$ cat src/rtl/flag_update_unit_if.sv
// Bundles the EX-stage flag-producer inputs and the flag/branch outputs.
// slave = the flag update unit, master = the pipeline side that drives EX.
interface flag_update_unit_if #(
   parameter int CNT_W = 16
);
   logic             ex_valid;
   logic [3:0]       ex_opcode;
   logic [15:0]      ex_result;
   logic             ex_ovfl;
   logic             stall;
   logic             flush;
   logic             id_branch;
   logic [2:0]       flags_q;
   logic [2:0]       flags_fwd;
   logic             hazard_stall;
   logic             halted;
   logic [CNT_W-1:0] flag_upd_cnt;

   modport slave (
      input  ex_valid, ex_opcode, ex_result, ex_ovfl, stall, flush, id_branch,
      output flags_q, flags_fwd, hazard_stall, halted, flag_upd_cnt
   );

   modport master (
      output ex_valid, ex_opcode, ex_result, ex_ovfl, stall, flush, id_branch,
      input  flags_q, flags_fwd, hazard_stall, halted, flag_upd_cnt
   );
endinterface

$ cat src/rtl/flag_update_unit.sv
// Computes, registers and forwards the {Z,V,N} branch flags at the EX/MEM boundary,
// resolves the flag hazard for a branch in ID and latches the HLT condition.
module flag_update_unit #(
   parameter int FORWARD = 1,
   parameter int CNT_W   = 16
) (
   input  logic                clk,
   input  logic                rst,
   flag_update_unit_if.slave   bus
);
   localparam logic [3:0] OP_ADD = 4'b0000;
   localparam logic [3:0] OP_SUB = 4'b0001;
   localparam logic [3:0] OP_XOR = 4'b0010;
   localparam logic [3:0] OP_SLL = 4'b0100;
   localparam logic [3:0] OP_SRA = 4'b0101;
   localparam logic [3:0] OP_ROR = 4'b0110;
   localparam logic [3:0] OP_HLT = 4'b1111;
   localparam logic       FWD_EN = (FORWARD != 0);
   localparam logic [CNT_W-1:0] CNT_ONE = {{(CNT_W-1){1'b0}}, 1'b1};

   logic [2:0]       flags_q, flags_d;
   logic             halted_q, halted_d;
   logic [CNT_W-1:0] cnt_q, cnt_d;

   logic [2:0] wr_mask;
   logic [2:0] flags_new;
   logic [2:0] flags_merged;
   logic       ret;
   logic       ex_wr;

   always_comb begin
      wr_mask = 3'b000;
      case (bus.ex_opcode)
         OP_ADD, OP_SUB:                 wr_mask = 3'b111;
         OP_XOR, OP_SLL, OP_SRA, OP_ROR: wr_mask = 3'b100;
         default:                        wr_mask = 3'b000;
      endcase
   end

   assign flags_new    = {(bus.ex_result == 16'h0000), bus.ex_ovfl, bus.ex_result[15]};
   assign flags_merged = (flags_q & ~wr_mask) | (flags_new & wr_mask);

   assign ret   = bus.ex_valid & ~bus.stall & ~bus.flush & ~halted_q;
   // Stall is deliberately left out: a stalled writer still owns the pending flags.
   assign ex_wr = bus.ex_valid & ~bus.flush & ~halted_q & (wr_mask != 3'b000);

   always_comb begin
      flags_d  = flags_q;
      halted_d = halted_q;
      cnt_d    = cnt_q;
      if (ret) begin
         flags_d = flags_merged;
         if (wr_mask != 3'b000) begin
            cnt_d = cnt_q + CNT_ONE;
         end
         if (bus.ex_opcode == OP_HLT) begin
            halted_d = 1'b1;
         end
      end
   end

   always_ff @(posedge clk) begin
      if (rst) begin
         flags_q  <= 3'b000;
         halted_q <= 1'b0;
         cnt_q    <= '0;
      end else begin
         flags_q  <= flags_d;
         halted_q <= halted_d;
         cnt_q    <= cnt_d;
      end
   end

   assign bus.flags_q      = flags_q;
   assign bus.halted       = halted_q;
   assign bus.flag_upd_cnt = cnt_q;
   assign bus.flags_fwd    = (FWD_EN && ex_wr) ? flags_merged : flags_q;
   assign bus.hazard_stall = ~FWD_EN & bus.id_branch & ex_wr;
endmodule

$ cat src/flat_wrapper.sv
// flat-port wrapper written by rule: the top's interface ports become plain ports
module flag_update_unit_flat 
#(
   parameter int FORWARD = 1,
   parameter int CNT_W   = 16
)
  (clk, rst, bus_ex_valid, bus_ex_opcode, bus_ex_result, bus_ex_ovfl, bus_stall, bus_flush, bus_id_branch, bus_flags_q, bus_flags_fwd, bus_hazard_stall, bus_halted, bus_flag_upd_cnt);
  flag_update_unit_if #(.CNT_W(CNT_W)) bus_i ();
  input  logic clk;
  input  logic rst;
  input wire logic [$bits(bus_i.ex_valid)-1:0] bus_ex_valid;
  input wire logic [$bits(bus_i.ex_opcode)-1:0] bus_ex_opcode;
  input wire logic [$bits(bus_i.ex_result)-1:0] bus_ex_result;
  input wire logic [$bits(bus_i.ex_ovfl)-1:0] bus_ex_ovfl;
  input wire logic [$bits(bus_i.stall)-1:0] bus_stall;
  input wire logic [$bits(bus_i.flush)-1:0] bus_flush;
  input wire logic [$bits(bus_i.id_branch)-1:0] bus_id_branch;
  output wire logic [$bits(bus_i.flags_q)-1:0] bus_flags_q;
  output wire logic [$bits(bus_i.flags_fwd)-1:0] bus_flags_fwd;
  output wire logic [$bits(bus_i.hazard_stall)-1:0] bus_hazard_stall;
  output wire logic [$bits(bus_i.halted)-1:0] bus_halted;
  output wire logic [$bits(bus_i.flag_upd_cnt)-1:0] bus_flag_upd_cnt;
  assign bus_i.ex_valid = bus_ex_valid;
  assign bus_i.ex_opcode = bus_ex_opcode;
  assign bus_i.ex_result = bus_ex_result;
  assign bus_i.ex_ovfl = bus_ex_ovfl;
  assign bus_i.stall = bus_stall;
  assign bus_i.flush = bus_flush;
  assign bus_i.id_branch = bus_id_branch;
  assign bus_flags_q = bus_i.flags_q;
  assign bus_flags_fwd = bus_i.flags_fwd;
  assign bus_hazard_stall = bus_i.hazard_stall;
  assign bus_halted = bus_i.halted;
  assign bus_flag_upd_cnt = bus_i.flag_upd_cnt;
  flag_update_unit #(.FORWARD(FORWARD), .CNT_W(CNT_W)) u_core (.clk(clk), .rst(rst), .bus(bus_i));
endmodule
$ cat config.mk
export PLATFORM = sky130hd
export DESIGN_NAME = flag_update_unit_flat
export DESIGN_NICKNAME = d
export VERILOG_FILES = /design/src/rtl/flag_update_unit_if.sv /design/src/rtl/flag_update_unit.sv /design/src/flat_wrapper.sv
export SDC_FILE = /design/constraint.sdc
export NUM_CORES = 1
export LEC_CHECK = 0
export CORE_UTILIZATION = 42
export CTS_CLUSTER_DIAMETER = 30
export CTS_CLUSTER_SIZE = 16
export DETAILED_ROUTE_END_ITERATION = 6
export PLACE_DENSITY = 0.89
export SYNTH_ARGS = -nofsm -noshare
export SYNTH_HDL_FRONTEND = slang
export SYNTH_SLANG_ARGS = --single-unit
$ cat constraint.sdc
create_clock -name clk -period 4.2 [get_ports clk]
set_input_delay 1.26 -clock clk [delete_from_list [all_inputs] [get_ports clk]]
set_output_delay 1.26 -clock clk [all_outputs]
set_load 0.005 [all_outputs]
* Yosys cells after proc, flatten, opt, wreduce, memory -nomap -nowiden
Cells that the tools add are included.
Widths: inputs -> output; s select.
** Cells by class
- Add/subtract/negate cells :: 1
- Equal/unequal tests :: 6
- Multiplexer cells :: 2
- Bitwise logic cells :: 13
- Reduce and logical (&&, ||, !) cells :: 7
** Operators with widths (number)
- $add 16x1->16 const B :: 1
- $logic_not 16->1 :: 1
- $eq 4x3->1 const B :: 3
- $and 1x1->1 :: 6
- $and 3x3->3 :: 2
- $pmux 3 s2 :: 1
- $eq 4x1->1 const B :: 1
- $eq 4x2->1 const B :: 1
- $eq 4x4->1 const B :: 1
- $logic_not 4->1 :: 1
- $reduce_and 2->1 :: 2
- $reduce_or 4->1 :: 1
- $mux 3 :: 1
- $not 1->1 :: 3
- $not 3->3 :: 1
- $or 3x3->3 :: 1
- $reduce_bool 3->1 :: 1
- $reduce_or 2->1 :: 1
** Storage, ports and cells
- Register bits :: 20
- Bits of input ports :: 27

* Logic depth before layout (Yosys ltp)
- Depth in word-level cells :: 7
- Mapped depth :: 5
- Mapped depth without buffers :: 5

* Least setup slack after synthesis
OpenSTA, ideal clock, no wires.
- Kind :: in2out
- Start :: input port bus_ex_opcode[1]
- End :: output port bus_flags_fwd[2]
- Arrival time :: 2.230 ns
- Data required time :: 2.940 ns
- Slack :: 0.710 ns
- Stages :: 4
- Cell sequence :: a21oi_1 > clkbuf_1 > nand2_1 > mux2_2
** Between the ends
- Word-level cells in the longest chain between the ends :: 7
- Elaborated cells on any way between the ends :: 16
- Those cells by class :: eq/ne: 5; mux: 2; bitwise: 5; reduce/logical: 4
** RTL lines
- from (decl) :: RTL line flat_wrapper.sv:12 : input wire logic [$bits(bus_i.ex_opcode)-1:0] bus_ex_opcode;
- $eq 4x2->1 (tied with other cells) :: RTL line flag_update_unit.sv:33 : case (bus.ex_opcode)
- $reduce_or 4->1 or $reduce_or 2->1 (tied branches) :: RTL line flag_update_unit.sv:33
- $pmux 3 s2 (*) :: RTL line flag_update_unit.sv:33
- $not 3->3 :: RTL line flag_update_unit.sv:41 : assign flags_merged = (flags_q & ~wr_mask) | (flags_new & wr_mask);
- $and 3x3->3 :: RTL line flag_update_unit.sv:41
- $or 3x3->3 :: RTL line flag_update_unit.sv:41
- $mux 3 (*) :: RTL line flag_update_unit.sv:77 : assign bus.flags_fwd = (FWD_EN && ex_wr) ? flags_merged : flags_q;
- to (decl) :: RTL line flat_wrapper.sv:19 : output wire logic [$bits(bus_i.flags_fwd)-1:0] bus_flags_fwd;
Every way passes the cells marked *; elsewhere a longest branch is shown, timed or not.

* Final worst setup path
- Start :: input port bus_ex_opcode[1]
- End :: output port bus_flags_fwd[1]
Same word-level chain as after synthesis.

==> flow_metrics.py <==
metrics = {
    "worst_setup_path": {
        "arrival_ns": 2.83,
        "crit_buf_inv": 2,
        "cpPeakStageDelay_ns": 0.50,
        "critPathRequiredTime_ns": 2.94,
        "worstPathCellList": "clkdlybuf4s50_1 -> nor3_1 -> nand2_1 -> mux2_2 -> clkdlybuf4s50_1",
        "path_class": "primary input to output pin",
        "crit_family": "buffers and inverters",
        "crit_fanout": 3,
        "slowest_stage": "clkdlybuf4s50_1",
        "endpoint_kind": "output pin",
        "crit_top_cell": "clkdlybuf4s50_1",
        "critical_path.startpoint_type": "primary input",
    },
    "place": {
        "port_buffers": 48,
        "gp_congestion": 0.7817,
        "dp_slack_ns": 0.006881,
        "dpl.hpwl_um": 2081,
    },
    "timing": {
        "maxSlewHeadroom_pct": 49.79,
        "fin_hold_ws_ns": 0.4891,
        "max_freq_ghz": 0.2444,
        "period_share_pct": 97.43,
        "fin_crit_ns": 4.092,
        "finalSetupTns_ns": 0,
        "rsz0062_at_grt": "no",
        "finalMaxSlewViolations": 0,
        "worstMarginPinSlew_ns": 0.7508,
        "fin_skew_ns": 0.008503,
        "hold_viol": 0,
        "finalSetupViolCount": 0,
        "worst_slack_ns": 0.1081,
    },
    "drt": {
        "vias_per_cell": 5.406,
        "vias": 1065,
        "drt_iter0_drc": 27,
        "postRouteAntennaNets": 0,
        "avgRoutedWirePerCell_um": 13.95,
        "remaining_drc_errors": 0,
        "wl_um": 2748,
        "drt_pass1_iterations": 4,
    },
    "final_layout": {
        "n_antenna_cell": 0,
        "drive_gt1_share_pct": 10.65,
        "fill_cells": 186,
        "syn2layout_area_growth_pct": 55.12,
        "finalNetCount": 198,
        "postLayoutCoreUtil_pct": 70.59,
    },
    "die": {
        "floorplan.die.width_um": 51.43,
        "die_area_um2": 2645,
        "io_pins": 51,
        "core_um2": 2255,
        "fp-row-count": 17,
        "start_util_pct": 45.51,
        "dieHeight_um": 51.43,
    },
    "grt": {
        "grt_pass1_wl_um": 4381,
        "grt_max_degree": 22,
        "grt_pass1_vias": 1040,
        "antenna_found_initial": 0,
        "track_usage_pct": 22.15,
        "grt_overflow": 0,
    },
    "clock_tree": {
        "clk_pin_slew_worst_paths_ns": 0.11,
        "numCtsBuffers": 3,
        "worstSkewPairLatency_ns": 0.29,
        "cts_buffer_depth": 2,
        "cts_hold_buf": 0,
        "postCtsSetupBuffers": 0,
        "cts_tree": "yes",
        "clk_root_buffer_cell": "clkbuf_4",
        "clock_sinks": 20,
        "ctsHtreeMaxLevel": 1,
    },
    "synth": {
        "syn_nets": 147,
        "yosys-top-cells-count": "20 x dfxtp_1, 12 x a21oi_1, 10 x nand2_1, 10 x nor2_1, 8 x xor2_1",
        "yosysSeqAreaShare_pct": 39.02,
        "synth_cells": 119,
        "ys_types": 30,
        "avgSynthCellArea_um2": 8.622,
        "yosysMostFrequentCell": "dfxtp_1",
        "yosys-top-cells-area": "dfxtp_1 39%, xor2_1 6.8%, a21oi_1 5.9%, mux2_2 4.4%, nand2_1 3.7%",
        "ys_seq_elements": 20,
        "ys_async_sr_fraction_pct": 0,
        "synth.top_cell.area_share_pct": 39.02,
        "yosysWarningCount": 0,
        "synth.largest_area_cell": "dfxtp_1",
        "syn_area_um2": 1026,
        "synth_edf_count": 0,
        "ys.flop_type": "dfxtp_1",
    },
    "power_and_ir_drop": {
        "powerDensity_nw_per_um2": 216.5,
        "peakVddDrop_v": 0.0002116,
        "p_leak_nw": 0.5445,
    },
    "flow_run": {
        "cap_viol_max_count": 0,
    },
    "hold_path": {
        "hold_path_class": "flip-flop to flip-flop",
    },
    "run_status": {
        "status": "finished clean",
    },
}
kinds of logic (layout without fill, tap and decap cells):
family	count (synthesis)	in the layout	synth area share (%)
AND/OR/NAND/NOR	58	58	34.39
flip-flops	20	20	39.02
AO/OA/AOI/OAI	18	18	10.00
buffers and inverters	9	59	3.780
XOR/XNOR	8	8	6.830
multiplexers	4	4	4.390
adder cells (fa/ha/maj)	1	1	1.219
other	1	1	0.3655
final cells by class:
class                           instances  area (um^2)  share of cell area, %
Timing Repair Buffer                   52        510.5                  32.08
Sequential cell                        20        400.4                  25.16
Clock buffer                            4        36.28                  2.280
Inverter                                3        11.26                 0.7075
Tap cell                               28        35.03                  2.201
Multi-Input combinational cell         90        598.1                  37.58
placed cells by master, fill, tap and decap left out, types with 3 or more instances in the layout:
cell type         n
mux2_2            4
a21oi_1          12
nor4_1            4
o31ai_1           5
inv_1             3
buf_4             4
nand2_1          10
xor2_1            8
and3_1            3
nand3_1           7
or4_1             5
nand4_1           5
and4_1            4
clkdlybuf4s50_1  48
clkbuf_4          3
nor2_1           10
dfxtp_1          20
tightest hold or removal path, stage by stage (launching register included):
cell and delay (ns):
dfxtp_1 0.34, nand2_1 0.06, a21oi_1 0.05
report_power, final:
| part | internal, mW | switching (mW) |
|---|---|---|
| Clock | 0.0528 | 0.0574 |
| Combinational | 0.0277 | 0.0159 |
| Sequential | 0.190 | 0.000646 |
layer usage:
metal | part of all wire [%] | global-route usage, %
met5 | 0 | 0
met4 | 0.51 | 9.009
met3 | 4.7 | 3.274
met2 | 55 | 43.29
met1 | 40 | 22.91
state kept, by name, summed over array words and instances (netlist names):
signal,cells
u_core.bus.flag_upd_cnt,16
u_core.bus.flags_q,3
u_core.bus.halted,1
timing repair:
| item | CTS | global route |
|---|---|---|
| pin swaps | 0 | 2 |
| resized for setup | 1 | 1 |
| endpoints found under the setup margin | 1 | 1 |
metrics by stage:
step           area [um^2]  std cells  total power [mW]
4_1_cts               1585        197            0.3460
5_1_grt               1592        197            0.3598
2_1_floorplan         1026        119            0.2072
3_5_place_dp          1544        193            0.2377
3_3_place_gp          1544        193            0.2364
6_report              1592        197            0.3446
worst paths after layout:
check	start	to	slack, ns	cells past startpoint
max	bus_ex_opcode[1]	bus_flags_fwd[1]	0.11	5
min	u_core.bus.flags_q[2]	u_core.bus.flags_q[2]	0.49	2
max reg2reg	u_core.bus.halted	u_core.bus.flag_upd_cnt[14]	2.40	5
min reg2reg	u_core.bus.flags_q[2]	u_core.bus.flags_q[2]	0.49	2
(Power assumes the default switching activity.)
